## src/rtl/rng_stream_pkg.sv

```systemverilog
// rng_stream_pkg: command bytes and serializer state encoding for rng_byte_streamer
package rng_stream_pkg;
    localparam logic [7:0] CMD_RESET = 8'h72;
    localparam logic [7:0] CMD_PAUSE = 8'h70;
    localparam logic [7:0] CMD_RUN   = 8'h67;
    localparam logic [7:0] CMD_CLR   = 8'h63;
    typedef enum logic [2:0] {IDLE, SYNC, SEND, GAP, WAIT} state_t;
endpackage

```

## src/rtl/rng_word_fifo.sv

```systemverilog
// rng_word_fifo: synchronous word FIFO with flush, level and a registered read word
module rng_word_fifo #(
    parameter int W     = 16,
    parameter int DEPTH = 8
) (
    input  logic                     clk,
    input  logic                     rst_n,
    input  logic                     push,
    input  logic [W-1:0]             din,
    input  logic                     pop,
    input  logic                     flush,
    output logic [W-1:0]             dout,
    output logic                     full,
    output logic                     empty,
    output logic [$clog2(DEPTH):0]   level
);
    localparam int AW = $clog2(DEPTH);
    localparam int LW = AW + 1;
    logic [W-1:0]  mem [DEPTH];
    logic [AW-1:0] wr_ptr;
    logic [AW-1:0] rd_ptr;
    logic          do_push;
    logic          do_pop;
    assign full    = level == LW'(DEPTH);
    assign empty   = level == '0;
    assign do_push = push && !full;
    assign do_pop  = pop && !empty;
    always_ff @(posedge clk) begin
        if (do_push) mem[wr_ptr] <= din;
    end
    always_ff @(posedge clk or negedge rst_n) begin
        if (!rst_n) begin
            wr_ptr <= '0;
            rd_ptr <= '0;
            level  <= '0;
            dout   <= '0;
        end else if (flush) begin
            wr_ptr <= '0;
            rd_ptr <= '0;
            level  <= '0;
        end else begin
            wr_ptr <= do_push ? wr_ptr + AW'(1) : wr_ptr;
            rd_ptr <= do_pop ? rd_ptr + AW'(1) : rd_ptr;
            level  <= level + LW'(do_push) - LW'(do_pop);
            dout   <= do_pop ? mem[rd_ptr] : dout;
        end
    end
endmodule

```

## src/rtl/rng_byte_streamer.sv

```systemverilog
// rng_byte_streamer: buffers random words and streams them LSB-byte-first to a UART, with command decode
module rng_byte_streamer
    import rng_stream_pkg::*;
#(
    parameter int         WORD_WIDTH   = 16,
    parameter int         DEPTH        = 8,
    parameter int         FRAME_WORDS  = 0,
    parameter logic [7:0] SYNC_BYTE    = 8'hA5,
    parameter bit         RUN_AT_RESET = 1'b1
) (
    input  logic                      clk,
    input  logic                      rst_n,
    input  logic [WORD_WIDTH-1:0]     in_word,
    input  logic                      in_valid,
    input  logic [7:0]                rx_byte,
    input  logic                      rx_received,
    input  logic                      tx_busy,
    output logic                      tx_start,
    output logic [7:0]                tx_byte,
    output logic                      reset_req,
    output logic                      running,
    output logic                      overflow,
    output logic [$clog2(DEPTH):0]    fill_level
);
    localparam int BYTES = WORD_WIDTH / 8;
    localparam int IW    = BYTES > 1 ? $clog2(BYTES) : 1;
    localparam int CW    = $clog2(FRAME_WORDS + 2);
    logic                  cmd_r, cmd_p, cmd_g, cmd_c;
    logic                  full, empty, pop, drop;
    logic [WORD_WIDTH-1:0] rd_word, cur;
    state_t                state, state_n;
    logic [IW-1:0]         idx, idx_n;
    logic                  sync_ret, sync_ret_n;
    logic [CW-1:0]         frame_cnt, frame_n;
    assign cmd_r = rx_received && rx_byte == CMD_RESET;
    assign cmd_p = rx_received && rx_byte == CMD_PAUSE;
    assign cmd_g = rx_received && rx_byte == CMD_RUN;
    assign cmd_c = rx_received && rx_byte == CMD_CLR;
    assign drop  = in_valid && running && full;
    assign cur   = rd_word >> {idx, 3'b000};
    rng_word_fifo #(.W(WORD_WIDTH), .DEPTH(DEPTH)) u_fifo (
        .clk   (clk),
        .rst_n (rst_n),
        .push  (in_valid && running),
        .din   (in_word),
        .pop   (pop),
        .flush (cmd_r),
        .dout  (rd_word),
        .full  (full),
        .empty (empty),
        .level (fill_level)
    );
    always_ff @(posedge clk or negedge rst_n) begin
        if (!rst_n) begin
            running   <= RUN_AT_RESET;
            overflow  <= 1'b0;
            reset_req <= 1'b0;
        end else begin
            reset_req <= cmd_r;
            running   <= cmd_g ? 1'b1 : cmd_p ? 1'b0 : running;
            overflow  <= drop ? 1'b1 : cmd_c ? 1'b0 : overflow;
        end
    end
    always_ff @(posedge clk or negedge rst_n) begin
        if (!rst_n) begin
            state     <= IDLE;
            idx       <= '0;
            sync_ret  <= 1'b0;
            frame_cnt <= '0;
        end else begin
            state     <= state_n;
            idx       <= idx_n;
            sync_ret  <= sync_ret_n;
            frame_cnt <= frame_n;
        end
    end
    always_comb begin
        state_n    = state;
        idx_n      = idx;
        sync_ret_n = sync_ret;
        frame_n    = frame_cnt;
        pop        = 1'b0;
        tx_start   = 1'b0;
        tx_byte    = 8'h00;
        unique case (state)
            IDLE: if (!empty) begin
                pop        = 1'b1;
                idx_n      = '0;
                sync_ret_n = 1'b0;
                state_n    = (FRAME_WORDS != 0 && frame_cnt == '0) ? SYNC : SEND;
            end
            SYNC: begin
                tx_byte = SYNC_BYTE;
                if (!tx_busy) begin
                    tx_start   = 1'b1;
                    sync_ret_n = 1'b1;
                    state_n    = GAP;
                end
            end
            SEND: begin
                tx_byte = cur[7:0];
                if (!tx_busy) begin
                    tx_start = 1'b1;
                    state_n  = GAP;
                end
            end
            GAP: state_n = WAIT;
            WAIT: if (!tx_busy) begin
                if (sync_ret) begin
                    sync_ret_n = 1'b0;
                    state_n    = SEND;
                end else if (idx != IW'(BYTES - 1)) begin
                    idx_n   = idx + IW'(1);
                    state_n = SEND;
                end else begin
                    frame_n = (frame_cnt == CW'(FRAME_WORDS - 1)) ? '0 : frame_cnt + CW'(1);
                    state_n = IDLE;
                end
            end
            default: state_n = IDLE;
        endcase
        if (cmd_r) begin
            state_n    = IDLE;
            idx_n      = '0;
            sync_ret_n = 1'b0;
            frame_n    = '0;
            pop        = 1'b0;
        end
    end
endmodule
```

## config.mk

```make
export PLATFORM = sky130hd
export DESIGN_NAME = rng_byte_streamer
export DESIGN_NICKNAME = d
export VERILOG_FILES = /design/src/rtl/rng_stream_pkg.sv /design/src/rtl/rng_word_fifo.sv /design/src/rtl/rng_byte_streamer.sv
export SDC_FILE = /design/constraint.sdc
export NUM_CORES = 1
export LEC_CHECK = 0
export CAP_MARGIN = 40
export CORE_MARGIN = 2
export CORE_UTILIZATION = 59
export CTS_BUF_LIST = sky130_fd_sc_hd__clkbuf_16
export CTS_CLUSTER_SIZE = 12
export DETAILED_ROUTE_END_ITERATION = 8
export HOLD_SLACK_MARGIN = 0.15
export PLACE_DENSITY_LB_ADDON = 0.1
export SYNTH_ARGS = -nofsm -noshare
export SYNTH_HDL_FRONTEND = slang
export SYNTH_SLANG_ARGS = --single-unit
```

## constraint.sdc

```tcl
create_clock -name clk -period 4 [get_ports clk]
set_input_delay 0.6 -clock clk [delete_from_list [all_inputs] [get_ports clk]]
set_output_delay 0.6 -clock clk [all_outputs]
set_load 0.01 [all_outputs]
```

# Word-level counts from Yosys, hierarchy flattened

Memory sizes are Yosys's and may differ from the RTL's. A register that Yosys moved wholly into a read port is not among the register bits.
Index checks and enable logic that the tools add are counted.
W data, S select, Z words.

Logic and storage cells: 89
Memories kept: 1
Bits in registers: 18
Bits in writable memories: 128
Input port bits: 29
Output and inout bits: 16

Bitwise logic cells: 1
Reductions and logical operators: 24
$add $sub $neg: 5
Mux-type cells: 34
Eq/ne operators: 14
Shifts and indexed selects: 1

Memory list:

| memory     | words | width | read ports | clocked after Yosys merged registers in | wr ports | RTL line            | text |
|---|---|---|---|---|---|---|---|
| u_fifo.mem | 8     | 16    | 1          | 1                                       | 1        | rng_word_fifo.sv:19 | `logic [W-1:0] mem [DEPTH];` |

Operators by type and width:

| kind                  | number |
|---|---|
| $eq A8 B7 Y1 const B  | 4 |
| $mux W3               | 8 |
| $mux W1               | 19 |
| $pmux W8 S2           | 1 |
| $shr A16 B4 Y8        | 1 |
| $ne A3 B3 Y1 const B  | 4 |
| $pmux W3 S4           | 1 |
| $logic_and A1 B1 Y1   | 8 |
| $reduce_and A4 Y1     | 2 |
| $reduce_bool A2 Y1    | 4 |
| $add A3 B1 Y3 const B | 2 |
| $eq A3 B2 Y1 const B  | 2 |
| $add A4 B1 Y4         | 1 |
| $eq A4 B4 Y1 const B  | 1 |
| $logic_not A4 Y1      | 1 |
| $mux W2               | 2 |
| $mux W4               | 1 |
| $reduce_bool A4 Y1    | 1 |
| $sub A4 B1 Y4         | 1 |
| $eq A3 B1 Y1 const B  | 1 |
| $eq A3 B3 Y1 const B  | 1 |
| $logic_not A1 Y1      | 3 |
| $logic_not A3 Y1      | 1 |
| $ne A3 B2 Y1 const B  | 1 |
| 8 further kinds       | 8 |

# Longest topological paths before layout

Gate-level depths: netlist of run 1.

Depth in word-level cells: 7
Gate-level depth with buffers: 13
Depth with buffers taken out: 12

# By module

From an unflattened synthesis of run 1, not the netlist that was laid out.

Cells, all modules: 422
Area total of the unflattened synthesis: 6,917.9 µm²

By module, submodules not included:

| module            | times used | seq. area each (µm²) | cells each | area each (µm²) |
|---|---|---|---|---|
| rng_word_fifo     | 1          | 4,494.3              | 345        | 6,279.8 |
| rng_byte_streamer | 1          | 201.4                | 77         | 638.1 |

# Worst setup path after synthesis of run 1

No wires, ideal clock.

Path kind: register -> register
From: register u_fifo.level[2]
To: memory u_fifo.mem[0][0] (enable)
Arrival time: 2,584 ps
Setup time: 430 ps
Slack: 986 ps
Period minus slack after synthesis: 3,014 ps
Cell stages (with the launch flop): 6
Path buffers: 0
Required time: 3,570 ps
Cells stage by stage: dfrtp_1 inv_1 ha_1 or3b_2 nand3_1 nor4_1

Longest elaborated chain between the ends: 5

RTL lines:

| what                          | RTL line            | text |
|---|---|---|
| start, declared               | rng_word_fifo.sv:15 | `output logic [$clog2(DEPTH):0] level` |
| start signal, assigned        | rng_word_fifo.sv:44 | `level <= level + LW'(do_push) - LW'(do_pop);` |
| $eq A4 B4 Y1                  | rng_word_fifo.sv:24 | `assign full = level == LW'(DEPTH);` |
| $logic_not A1 Y1              | rng_word_fifo.sv:26 | `assign do_push = push && !full;` |
| $logic_and A1 B1 Y1           | rng_word_fifo.sv:26 |  |
| $mux W1                       | rng_word_fifo.sv:29 | `if (do_push) mem[wr_ptr] <= din;` |
| $mux W1 (not written as such) | rng_word_fifo.sv:29 |  |
| end, declared                 | rng_word_fifo.sv:19 |  |

No other way between the ends.

# Final worst setup path of run 1

From: register idx
To: output port tx_byte[5]

Longest elaborated chain between the ends: 2

RTL lines:

| what                   | RTL line                | text |
|---|---|---|
| start, declared        | rng_byte_streamer.sv:32 | `logic [IW-1:0] idx, idx_n;` |
| start signal, assigned | rng_byte_streamer.sv:72 | `idx <= idx_n;` |
| $shr A16 B4 Y8         | rng_byte_streamer.sv:40 | `assign cur = rd_word >> {idx, 3'b000};` |
| $pmux W8 S2            | rng_byte_streamer.sv:85 | `unique case (state)` |
| end, declared          | rng_byte_streamer.sv:19 | `output logic [7:0] tx_byte,` |

No other way between the ends.

==> summary.md, run 1 <==
| Metric | Value |
|---|---|
| Synthesized area | 0.00683 mm² |
| Die area | 0.0125 mm² |
| # fillers | 741 |
| Largest vdd supply drop | 0.000646 V |
| Io pins | 45 |
| Final setup fails | 0 |
| Clock Pin Slew Worst Setup and Hold Paths | 60 ps |
| Residual DRC count | 0 |
| Met3 track demand over resource | 6.04% |
| Setup Skew | 7.39 ps |
| CTS tree | done |
| Total gr overflow | 0 |
| Final hold violations | 0 |
| Core Region | 0.0114 mm² |
| Worst skew pair latency | 420 ps |
| Worst hold path type | flip-flop to flip-flop |
| Port bufs | 44 |
| Crit-path max FO | 10 |
| Drt wl/cell | 21.3 µm |
| Comb power frac | 33.0% |
| Leakage | 2.96 nW |
| RSZ-0062 raised after global routing | no |
| Final core occ | 71.4% |
| Sequential share of power | 40.2% |
| Layout cell share with drive strength beyond 1 | 22.8% |
| GR Layer Usage met2 | 33.5% |
| Via count | 3447 |
| FP Rows | 39 |
| Worst hold slack | 513 ps |
| Initial antenna violation count | 0 |
| First-pass GRT wire length | 19700 µm |
| Syn avg cell area | 18.9 µm² |
| Clock Path Buffers | 2 |
| # diodes | 0 |
| Status | finished, final reports clean |
| Sequential share of the synthesized area | 68.7% |
| Crit-path slowest cell | dfrtp_1 |
| H-tree depth | 4 |
| Achievable Freq | 357 MHz |
| Switching share of power | 29.6% |
| Post-CTS Hold Fix Bufs | 0 |
| Total CTS buffers | 17 |
| Syn nets | 400 |
| Power Total | 0.00611 W |
| Max-slew headroom | 52.7% |
| Post-CTS sizing | 0 |
| Postcts setup bufs | 0 |
| CP cell instances | mux2_2, a21oi_1, nor2_1, clkdlybuf4s50_1 |
| Pwr Density | 752 mW/mm² |
| Vias in the first global route | 3485 |
| Yosys cell types | 41 |
| Nets@finish | 463 |
| Root buf cell | clkbuf_16 |
| Clk sinks | 162 |
| Iteration count of the initial detailed-routing pass | 4 |
| Crit path kind | flip-flop to primary output |
| Busiest grt layer | met2 |
| Synth Warn # | 0 |
| Clock power frac | 26.8% |
| RePlAce Congestion | 0.746 |
| Psw | 0.00181 W |
| Internal Power | 0.00430 W |
| Vias per inst | 5.93 |
| Largest stage delay, worst path | 650 ps |
| Total GRT Usage | 21.6% |
| TNS Setup | 0 ps |
| Synth-to-Final Area Change | 18.9% |
| 1st-iter DRT viols | 321 |
| Max capacitance violation total | 0 |
| Post-Route WL | 12400 µm |
| Die W | 112 µm |
| Startpoint Class | flip-flop |
| DP HPWL | 7560 µm |
| Chip height | 112 µm |
| Seq cells post-synth | 162 |
| Effective utilization at floorplan | 60.1% |
| Pin count of the biggest net entering global routing | 35 |
| Cells after Synth | 362 |
| Min Tclk post-route | 2800 ps |
| Tcrit/Tclk final | 70.0% |
| Slew @ Worst Pin | 710 ps |
| Global-route track usage on met1 | 30.7% |
| DRT antenna net count | 0 |
| Critical path arrival | 2200 ps |
| WP data required | 3400 ps |
| CP endpoint kind | primary output |
| Slew Viols, Final | 0 |
==> final cells by class <==
cell class	count	area, µm²	area share (%)
timing repair buffer	61	588	7.24
clock buffer	17	425	5.24
tap	143	179	2.20
sequential	162	4700	57.8
inverter	7	26.3	0.323
multi-input combinational	176	2030	25.0
clock inverter	15	181	2.23
==> sequential cells by signal (all words and copies together), names as in the netlist <==
register	cells
idx	1
overflow	1
reset_req	1
running	1
state	3
sync_ret	1
u_fifo.dout	16
u_fifo.level	4
u_fifo.mem	128
u_fifo.rd_ptr	3
u_fifo.wr_ptr	3
==> cell usage in the layout (no fill, tap or decap), drive strengths merged, types with 12 or more instances in the layout <==
cell,instances
buf,17
clkbuf,17
clkdlybuf4s50,44
dfrtp,33
edfxtp,128
inv,12
mux2,36
mux4,32
nor2,24
nor3,12
==> power by group through the flow <==
stage | logic, W | registers [W] | clock network [W]
finish | 0.00202 | 0.00245 | 0.00164
global route | 0.00219 | 0.00249 | 0.00174
CTS | 0.00204 | 0.00245 | 0.00167
detailed placement | 0.00202 | 0.00248 | 0
global placement | 0.00193 | 0.00249 | 0
floorplan | 0.00152 | 0.00234 | 0
==> metal layers <==
layer | wire, µm | vias up
met5 | 0 | -
met4 | 179 | 0
li1 | - | 1582
met1 | 5670 | 1755
met2 | 5980 | 96
met3 | 554 | 14
==> worst paths after layout <==
check / to / cells after the start / from / slack, ps
max: tx_byte[5] / 4 / idx$_DFFE_PN0P_ / 1200
min: u_fifo.dout[0]$_DFFE_PN0P_ / 1 / u_fifo.dout[0]$_DFFE_PN0P_ / 510
max reg2reg: u_fifo.level[2]$_DFF_PN0_ / 11 / u_fifo.level[2]$_DFF_PN0_ / 1380
min reg2reg: u_fifo.dout[0]$_DFFE_PN0P_ / 1 / u_fifo.dout[0]$_DFFE_PN0P_ / 510
max in group asynchronous: running$_DFFE_PN1P_ / 2 / rst_n / 3060
min in group asynchronous: u_fifo.level[3]$_DFF_PN0_ / 2 / rst_n / 600
==> stage by stage <==
stage,std cells,area (µm²),worst slack (ps)
final,581,8120,1200
after global routing,581,8120,1080
after CTS,581,8120,1200
after detailed placement,549,7520,961
after global placement,548,7490,1010
after floorplan,362,6830,986
==> cell usage after synthesis, drive strengths merged <==
library cell,n,area share [%]
edfxtp,128,56
mux2,36,6.6
dfrtp,33,12
mux4,32,12
nor2,24,1.4
nor3,12,0.88
clkbuf,10,0.55
a21oi,9,0.66
ha,8,1.5
buf,7,1.1
inv,7,0.38
nor2b,7,0.64
mux2i,6,0.88
nand2,6,0.33
o21ai,6,0.44
nand2b,4,0.37
xnor2,4,0.51
o21a,3,0.33
nor4,2,0.40
or3b,2,0.26
xor2,2,0.26
a21o,1,0.11
a32oi,1,0.13
a41oi,1,0.13
and4,1,0.13
dfstp,1,0.38
fa,1,0.29
nand3,1,0.073
nand3b,1,0.16
nand4b,1,0.13
nand4bb,1,0.16
nor3b,1,0.11
o41ai,1,0.13
or3,1,0.092
or4bb,1,0.16
==> worst max-delay path, delay by kind of cell (launching register included) <==
kind,cells,cell delay [ps]
flip-flops,1,650
AND/OR/NAND/NOR,1,50
buffers and inverters,1,500
AO/OA/AOI/OAI,1,160
multiplexers,1,420
==> logic make-up (layout without fill, tap and decap cells) <==
kind of cell	Yosys count	in the layout	synth area share, %
compound gates	22	22	1.92
xor+xnor	6	6	0.769
fa+ha+maj	9	9	1.76
buf+inv	24	100	2.00
flops	162	162	68.7
mux	74	74	19.5
simple gates	65	65	5.33
(Power assumes the default switching activity.)
==> run 2, diff against run 1 <==
--- a/config.mk
+++ b/config.mk
@@ -7,7 +7,7 @@
 export LEC_CHECK = 0
 export CAP_MARGIN = 40
 export CORE_MARGIN = 2
-export CORE_UTILIZATION = 59
+export CORE_UTILIZATION = 53
 export CTS_BUF_LIST = sky130_fd_sc_hd__clkbuf_16
 export CTS_CLUSTER_SIZE = 12
 export DETAILED_ROUTE_END_ITERATION = 8
==> constraint.sdc (replaced) <==
create_clock -name clk -period 2.35 [get_ports clk]
set_input_delay 0.3525 -clock clk [delete_from_list [all_inputs] [get_ports clk]]
set_output_delay 0.3525 -clock clk [all_outputs]
set_load 0.01 [all_outputs]
==> summary.md, run 2 (synthesis gave the netlist of run 1 again) <==
| Metric | Value |
|---|---|
| Psw | 0.00316 W (+75%) |
| Busiest grt layer | met2 |
| Global-route track usage on met1 | 27.2% (-3.5 points) |
| Layout cell share with drive strength beyond 1 | 29.6% (+6.8 points) |
| # diodes | 0 (unchanged) |
| Residual DRC count | 0 (unchanged) |
| Setup Skew | 9.67 ps (+2.27 ps) |
| Startpoint Class | flip-flop |
| Worst hold path type | input port to async pin |
| Slew @ Worst Pin | 569 ps (-141 ps) |
| # fillers | 865 (+17%) |
| Most common cell after layout, fill and taps aside | edfxtp_1 |
| Die W | 118 µm (+5.3%) |
| RSZ-0062 raised after global routing | yes |
| Sequential share of power | 38.5% (-1.7 points) |
| Achievable Freq | 433 MHz |
| Clock power frac | 24.9% (-1.9 points) |
| DRT antenna net count | 0 (unchanged) |
| FP Rows | 41 (+5.1%) |
| Post-Route WL | 13000 µm (+5.2%) |
| Core Region | 0.0126 mm² (+11%) |
| Final hold violations | 0 (unchanged) |
| Crit path kind | flip-flop to primary output |
| Pwr Density | 1260 mW/mm² (+67%) |
| Clock Path Buffers | 2 (unchanged) |
| Met3 track demand over resource | 5.62% (-0.42 points) |
| Reg2reg end | u_fifo.level[1]$_DFF_PN0_ |
| Max reg flops | 128 (unchanged) |
| Pre-CTS setup slack | -184 ps (-1140 ps) |
| Total gr overflow | 0 (unchanged) |
| 1st-iter DRT viols | 283 (-12%) |
| DP HPWL | 8200 µm (+8.4%) |
| Vias in the first global route | 3567 (+2.4%) |
| Clk sinks | 162 (unchanged) |
| H-tree depth | 4 (unchanged) |
| CTS tree | done |
| Critical path arrival | 1960 ps (-240 ps) |
| Min Tclk post-route | 2310 ps |
| Largest Register | u_fifo.mem |
| Crit-path max FO | 9 (-1) |
| Vias per inst | 5.57 (-6.1%) |
| Pin count of the biggest net entering global routing | 35 (unchanged) |
| Via count | 3516 (+2.0%) |
| RePlAce Congestion | 0.740 (-0.80%) |
| Switching share of power | 29.8% (+0.21 points) |
| Status | finished, final reports clean |
| Tcrit/Tclk final | 98.3% |
| Most frequent cells in the layout | edfxtp_1 (128), clkdlybuf4s50_1 (42), buf_4 (35) |
| Total GRT Usage | 20.0% (-1.6 points) |
| Chip height | 118 µm (+5.3%) |
| Effective utilization at floorplan | 54.1% (-6.0 points) |
| Max-slew headroom | 61.9% (+9.3 points) |
| Reg2reg start | u_fifo.level[3]$_DFF_PN0_ |
| Drt wl/cell | 20.7 µm (-3.1%) |
| Leakage | 3.10 nW (+4.6%) |
| Total CTS buffers | 17 (unchanged) |
| Initial antenna violation count | 0 (unchanged) |
| Port bufs | 44 (unchanged) |
| Synth-to-Final Area Change | 23.5% |
| Comb power frac | 36.6% (+3.6 points) |
| Setup WS post-layout | 40.3 ps (-1160 ps) |
| TNS Setup | 0 ps (unchanged) |
| R2R cell count | 10 (-1) |
| Root buf cell | clkbuf_16 |
| CP endpoint kind | primary output |
| Internal Power | 0.00745 W (+73%) |
| Largest regs | u_fifo.mem (128), u_fifo.dout (16), u_fifo.level (4) |
| Die area | 0.0138 mm² (+11%) |
| Final setup fails | 0 (unchanged) |
| Flop2flop setup slack | 60 ps (-1320 ps) |
| Clock Pin Slew Worst Setup and Hold Paths | 60 ps (about the same) |
| GR Layer Usage met2 | 31.6% (-1.9 points) |
| Slew Viols, Final | 0 (unchanged) |
| Io pins | 45 (unchanged) |
| First-pass GRT wire length | 20300 µm (+3.0%) |
| Worst skew pair latency | 430 ps (about the same) |
| Seq. cell area | 0.00470 mm² (about the same) |
| Nets@finish | 486 (+5.0%) |
| Iteration count of the initial detailed-routing pass | 4 (unchanged) |
| Multi-input logic area | 0.00213 mm² (+5.1%) |
| Largest vdd supply drop | 0.000661 V (+2.3%) |
| WP data required | 2000 ps (-1400 ps) |
| Max capacitance violation total | 0 (unchanged) |
## run 2: timing repair
| action | CTS | global route |
|---|---|---|
| buffers inserted | 2 | 2 |
| pin swaps | 0 | 4 |
| endpoints found under the setup margin | 9 | 12 |
| hold buffers | 0 | 0 |
| resized for setup | 6 | 9 |
## run 2: stage by stage
| step | std cells | utilization [%] | area (µm²) | total power (W) | hold WS [ps] |
|---|---|---|---|---|---|
| floorplan | 362 | - | 6910 | 0.00670 | 56.9 |
| global placement | 596 | 61.6 | 7770 | 0.00786 | 500 |
| detailed placement | 597 | 61.7 | 7790 | 0.00797 | 501 |
| CTS | 629 | 66.5 | 8390 | 0.0107 | 359 |
| global route | 631 | 66.9 | 8440 | 0.0112 | 402 |
| finish | 631 | 66.9 | 8440 | 0.0106 | 351 |
## run 2: cell type report
type / instances / share of cell area (%)
Clock buffer: 17 / 5.04
Tap cell: 172 / 2.55
Sequential cell: 162 / 55.7
Clock inverter: 13 / 1.65
Timing Repair Buffer: 84 / 9.52
Inverter: 7 / 0.311
Multi-Input combinational cell: 176 / 25.2
## run 2: worst max-delay path, cell delays in order (launching register included)
cell and delay, ps:
dfrtp_2 470, nand2b_2 280, nor3_2 220, clkdlybuf4s50_1 570
## run 2: power groups by stage
stage	clock network, W	registers (W)	logic (W)
2_1_floorplan	0	0.00401	0.00269
3_3_place_gp	0	0.00411	0.00375
3_5_place_dp	0	0.00414	0.00383
4_1_cts	0.00268	0.00407	0.00392
5_1_grt	0.00281	0.00414	0.00423
6_report	0.00264	0.00408	0.00389
## run 2: how the worst max path moves through the flow
stage,startpoint,endpoint,cells after the start
2_1_floorplan,u_fifo.level[2]$_DFF_PN0_,u_fifo.mem[4][0]$_DFFE_PP_,5
3_3_place_gp,rx_received,u_fifo.level[1]$_DFF_PN0_,9
3_5_place_dp,rx_byte[2],u_fifo.level[1]$_DFF_PN0_,9
4_1_cts,state[1]$_DFFE_PN0P_,tx_byte[0],5
5_1_grt,u_fifo.level[3]$_DFF_PN0_,u_fifo.level[1]$_DFF_PN0_,10
6_report,state[0]$_DFFE_PN0P_,tx_byte[6],3
## run 2: routing by layer
layer | vias to the layer above | routed length (µm)
met3 | 20 | 404
met4 | 0 | 214
met2 | 60 | 6450
met1 | 1813 | 5960
li1 | 1623 | -
met5 | - | 0
==> patch 1, RTL diff (config.mk and constraints of run 2) <==
Set the parameter `RUN_AT_RESET` to 1'b0 (it was 1'b1).
--- a/src/rtl/rng_byte_streamer.sv
+++ b/src/rtl/rng_byte_streamer.sv
@@ -8,3 +8,3 @@
     parameter logic [7:0] SYNC_BYTE    = 8'hA5,
-    parameter bit         RUN_AT_RESET = 1'b1
+    parameter bit         RUN_AT_RESET = 1'b0
 ) (
Check against the original RTL: not equivalent (a bounded check fails within 4 cycles, from zero or initial values and one cycle with rst_n low).
==> patch 1 against run 2 <==
The flow now finishes with violations (setup timing). Total power grew 2.2%. Cell area grew 1.5%. Wire length shrank 0.31%. Sequential power shrank 1%. Cell count grew 1.3%. Worst hold slack lost 0.0053 ns. Worst setup slack lost 0.044 ns. Sequential cell count is the same. Non-clock buffer count grew 6. Clock power grew 3%. Area after synthesis is essentially flat. Critical path type is now flip-flop to flip-flop. Largest power group is now combinational logic. Highest routed layer unchanged.
==> patch 1: results (changes against run 2) <==
- The weighted congestion at the end of routability-driven global placement is 0.7684 (+3.8%).
- The average instance area after synthesis was 18.87 um2 (about the same).
- The number of inserted filler cells in the final layout is 876 (+1.3%).
- The family of cells with the greatest summed delay on the critical path is adder cells.
- The static leakage power came to 3.170 nW (+2.3%).
- The proportion of synthesized chip area in sequential cells is 68.72% (about the same).
- The wire length the detailed router placed on met1 came to 5.748 mm (-3.6%).
- The net count of the finished layout is 492 (+1.2%).
- The setup slack after layout is -0.003400 ns (-0.04368 ns).
- The mean routed wirelength per cell came to 20.33 um (-1.6%).
- The met3 layer wire length in the routed design was 466 um (+15%).
- The run finished, with violations left.
- The maximum count of clock buffers along a single path is 2 (unchanged).
- The number of CTS-inserted buffers is 17 (unchanged).
- The maximum fanout along the worst path is 2 (-7).
- The fraction of layout cells with a size suffix above 1 is 31.69% (+2.1 points).
- The critical path's slowest cell is sky130_fd_sc_hd__fa_2.
- The critical path in this run is classified as flip-flop to flip-flop.
- The data arrival time of the critical path is 2.72 ns (+0.76 ns).
- The total routing resource utilization after global routing is 20.21% (+0.18 points).
- The overall via count from detail_route is 3503 (-0.37%).
- The placed instance count was 601 (+0.67%).
- By count the netlist is led by sky130_fd_sc_hd__edfxtp_1 (128), sky130_fd_sc_hd__dfrtp_1 (34), sky130_fd_sc_hd__mux4_1 (26), sky130_fd_sc_hd__mux2_2 (23), sky130_fd_sc_hd__nor2_1 (23).
- The HPWL after detailed placement is 8.143 mm (-0.64%).
- The largest vdd supply drop is 0.7013 mV (+6.1%).
- The number of instances resized during post-cts repair is 9 (+3).
- The sum of negative setup slack came to -0.003400 ns (-0.003400 ns).
- The maximum cell stage delay along the critical path is 0.51 ns (-0.06 ns).
- The origin of the critical flop-to-flop path is u_fifo.level[2]$_DFF_PN0_.
- The via count of the first global-routing pass came to 3633 (+1.9%).
- The number of antenna violations at the first check in global routing came to 0 (unchanged).
- The violation count after the first detailed-route iteration was 245 (-13%).
- The relative slew slack came to 66.82% (+4.9 points).
- The largest registers in the layout are u_fifo.mem: 128 flops, u_fifo.dout: 16 flops, u_fifo.level: 4 flops.
- The overall routed net length is 12.99 mm (-0.31%).
- By area the synthesized netlist is led by sky130_fd_sc_hd__edfxtp_1 (56%), sky130_fd_sc_hd__dfrtp_1 (12%), sky130_fd_sc_hd__mux4_1 (10%), sky130_fd_sc_hd__mux2_2 (3.8%), sky130_fd_sc_hd__mux2_4 (2.9%).
- The count of cell types in the netlist came to 40 (-2.4%).
- The first-pass GRT wire length was 20.44 mm (+0.78%).
- The post-synth net total is 400 (unchanged).
- The number of setup violations in the final report is 1 (+1).
- The detailed-routing iteration count for the pre-antenna-repair pass is 4 (unchanged).
- The final reports fail on setup timing.
- The kind of path behind the tightest hold check is input pin to async pin.
- The met2 wirelength from detailed routing is 6.505 mm (+0.85%).
- The worst slack at placement is -0.1820 ns (+0.001557 ns).
- The most critical setup path has its endpoint at u_fifo.level[1]$_DFF_PN0_.
- The number of setup buffers added after CTS is 7 (+5).
- The worst clock skew on the final layout is 0.006102 ns (-0.003563 ns).
- The logic depth of the worst register-to-register path is 11 (+1).
patch 1: power breakdown:
part | leakage (nW) | switching [W] | internal [W]
Clock | 0.285 | 0.00113 | 0.00158
Sequential | 1.56 | 0.000302 | 0.00374
Combinational | 1.33 | 0.00183 | 0.00227
patch 1: final cells by class:
cell class                 count  area, um2  share of cell area [%]
timing repair buffer          90      874.6                   10.21
clock buffer                  17      425.4                   4.966
sequential                   162       4697                   54.83
tap                          172      215.2                   2.512
multi-input combinational    176       2168                   25.31
clock inverter                15      160.2                   1.869
inverter                       7      26.28                  0.3067
patch 1: worst min path at each step:
stage,end,slack (ns),cells past startpoint
6_report,overflow$_DFFE_PN0P_,0.35,2
2_1_floorplan,idx$_DFFE_PN0P_,0.06,0
3_3_place_gp,u_fifo.dout[0]$_DFFE_PN0P_,0.49,1
3_5_place_dp,u_fifo.dout[5]$_DFFE_PN0P_,0.49,1
5_1_grt,overflow$_DFFE_PN0P_,0.39,2
4_1_cts,overflow$_DFFE_PN0P_,0.34,2
patch 1: cell families (layout without fill, tap and decap cells):
group                      count (synthesis)  in the layout  synth area share, %
muxes                                     74             74                19.51
adders and majority gates                  9              9                1.758
AOI/OAI and AO/OA                         22             22                1.923
buffers and inverters                     24            129                1.996
DFF                                      162            162                68.72
xor gates and xnor gates                   6              6               0.7692
and+or+nand+nor                           65             65                5.330
patch 1: stage by stage:
stage / cell area [um2] / util, %
CTS: 8514 / 67.47
global route: 8567 / 67.89
detailed placement: 7846 / 62.18
floorplan: 6912 / -
finish: 8567 / 67.89
global placement: 7816 / 61.94
patch 1: per-layer routing:
layer / up-vias / track usage [%]
li1: 1637 / -
met1: 1775 / 26.66
met2: 72 / 32.60
met5: - / 0
met3: 19 / 4.603
met4: 0 / 8.886
==> patch 2, RTL diff (config.mk and constraints of run 2) <==
Without the edit above. Register the output `fill_level`, with the module's reset; this adds one clock of latency there. The other outputs are not delayed to match.
--- a/src/rtl/rng_byte_streamer.sv
+++ b/src/rtl/rng_byte_streamer.sv
@@ -27,2 +27,4 @@
     localparam int CW    = $clog2(FRAME_WORDS + 2);
+
+    logic [$clog2(DEPTH):0] fill_level_d;
     logic                  cmd_r, cmd_p, cmd_g, cmd_c;
@@ -50,3 +52,3 @@
         .empty (empty),
-        .level (fill_level)
+        .level (fill_level_d)
     );
@@ -129,2 +131,10 @@
     end
+    always_ff @(posedge clk or negedge rst_n) begin
+        if (!rst_n) begin
+            fill_level <= '0;
+        end else begin
+            fill_level <= fill_level_d;
+        end
+    end
+
 endmodule
Function: changed (Yosys sat finds a counterexample within 4 cycles, from zero or initial values and one cycle with rst_n low).
==> patch 2 against run 2 <==
Non-clock buffer count fell by 3. Combinational power decreased by 6.2%. Area after synthesis down 0.13%. Critical path depth increased by 1. First-iteration DRC count decreased by 29%. Cell area grew 0.46%. Wire length is 1.2% lower. Register-to-register slack better by 0.03 ns. Sequential cell count is 4 higher. Worst setup slack gained 0.045 ns. Cell count increased by 0.63%. Largest power group unchanged. Die area shrank 0.13%. Total power decreased by 1.2%.
==> patch 2: results (changes against run 2) <==
- The flow ran to the end, and the final reports show no timing, DRC or antenna violations.
- The data arrival time of the critical path was 1.91 ns (-0.05 ns).
- The via count of the first global-routing pass is 3719 (+4.3%).
- The register-to-register path setup slack is 0.09 ns (+0.03 ns).
- The mean routed wirelength per cell came to 20.27 um (-1.8%).
- In this run the critical register-to-register path is launched from u_fifo.level[2]$_DFF_PN0_.
- The cell family contributing the most delay on the critical path is flip-flops.
- The largest vdd supply drop is 0.9071 mV (+37%).
- The count of cell types in the netlist was 42 (+2.4%).
- The maximum fanout along the worst path came to 7 (-2).
- The average vias per placed instance was 5.510 (-1.1%).
- The critical path's slowest cell is sky130_fd_sc_hd__dfrtp_2.
- The kind of path behind the tightest hold check is flip-flop to flip-flop.
- The maximum cell stage delay along the critical path is 0.47 ns (-0.10 ns).
- The HPWL after detailed placement is 7.698 mm (-6.1%).
- The worst clock skew on the final layout is 0.006968 ns (-0.002697 ns).
- The total routing resource utilization after global routing is 20.52% (+0.48 points).
- The weighted congestion at the end of routability-driven global placement is 0.7816 (+5.6%).
- The post-synth net total was 404 (+1.0%).
- The fraction of layout cells with a size suffix above 1 is 32.61% (+3.0 points).
- The static leakage power came to 3.084 nW (-0.47%).
- The number of inserted filler cells in the final layout is 883 (+2.1%).
- The compound-gate portion of the synthesized area was 2.274% (+0.35 points).
- The proportion of synthesized chip area in sequential cells is 70.28% (+1.6 points).
- The xor and xnor fraction of the mapped netlist area is 0.7701% (+0.00099 points).
- The violation count after the first detailed-route iteration is 200 (-29%).
- The logic depth of the worst register-to-register path is 11 (+1).
- The worst slack on hold paths was 0.4133 ns (+0.06202 ns).
- The overall routed net length is 12.87 mm (-1.2%).
- The net count of the finished layout is 488 (+0.41%).
- The commonest cells after synthesis are sky130_fd_sc_hd__edfxtp_1 (128), sky130_fd_sc_hd__dfrtp_1 (37), sky130_fd_sc_hd__mux2_2 (36), sky130_fd_sc_hd__mux4_2 (21), sky130_fd_sc_hd__nor2_1 (20).
- The share of cell area taken by muxes after synthesis is 17.84% (-1.7 points).
- The transition at the pin with the smallest max-transition slack was 0.4792 ns (-0.08993 ns).
==> patch 2: cell types whose count changed in the layout (fill, tap and decap cells not counted), sizes merged, moves of 3 or more <==
cell                  run 2  this run
clkdlybuf4s50            42        35
dfrtp                    33        37
inv                      11        15
nor2                     24        20
buf                      40        37
dlygate4sd2               0         3
dlymetal6s2s              2         5
nand2                     6         9
==> patch 2: repair_timing <==
item / CTS / global route
hold endpoints to repair: 16 / 0
pin swaps: 0 / 1
hold buffers: 1 / 0
buffers inserted: 1 / 5
endpoints found under the setup margin: 8 / 9
resized for setup: 5 / 13
==> patch 2: logic make-up (layout without fill, tap and decap cells) <==
group | after synthesis | count (layout)
muxes | 73 | 73
DFF | 166 | 166
buffers and inverters | 25 | 122
and+or+nand+nor | 64 | 64
xor gates and xnor gates | 6 | 6
adders and majority gates | 9 | 9
AOI/OAI and AO/OA | 23 | 23
==> patch 2: worst max path at each step <==
stage,from,endpoint,slack [ns],depth (start not counted)
final,idx$_DFFE_PN0P_,tx_byte[5],0.09,4
after detailed placement,rx_byte[5],u_fifo.level[1]$_DFF_PN0_,-0.33,10
after floorplan,u_fifo.level[2]$_DFF_PN0_,u_fifo.mem[4][0]$_DFFE_PP_,-0.19,5
after global placement,rx_byte[5],u_fifo.level[1]$_DFF_PN0_,-0.30,10
after CTS,idx$_DFFE_PN0P_,tx_byte[0],-0.02,4
after global routing,u_fifo.level[3]$_DFF_PN0_,u_fifo.level[1]$_DFF_PN0_,-0.02,11
==> patch 2: worst reg2reg max path, delay by kind of cell, from the launching register on <==
family          cells  cell delay [ns]
fa+ha+maj           4             0.93
simple gates        3             0.56
flops               1             0.37
buf+inv             3             0.18
compound gates      1             0.10
==> patch 2: area by class of cell <==
cell class | count | share of cell area [%]
tap | 172 | 2.539
inverter | 9 | 0.4576
timing repair buffer | 81 | 9.876
multi-input combinational | 175 | 23.65
clock buffer | 17 | 5.019
sequential | 166 | 56.61
clock inverter | 15 | 1.845
==> patch 2: stage by stage <==
stage / area, um2 / utilization (%) / setup slack, ns
3_3_place_gp: 7801 / 61.82 / -0.3032
3_5_place_dp: 7801 / 61.82 / -0.3336
5_1_grt: 8476 / 67.16 / -0.02348
2_1_floorplan: 6887 / - / -0.1908
4_1_cts: 8402 / 66.58 / -0.02303
6_report: 8476 / 67.16 / 0.08569
==> patch 2: power breakdown <==
part / switching [W] / internal [W] / leakage (nW)
Sequential: 0.000320 / 0.00383 / 1.61
Combinational: 0.00167 / 0.00198 / 1.18
Clock: 0.00111 / 0.00157 / 0.289
==> patch 2: metal layers <==
metal	part of all wire [%]	global-route usage, %
met1	42	26.86
met2	52	33.81
met3	5.5	4.554
met4	1.2	8.208
met5	0	0
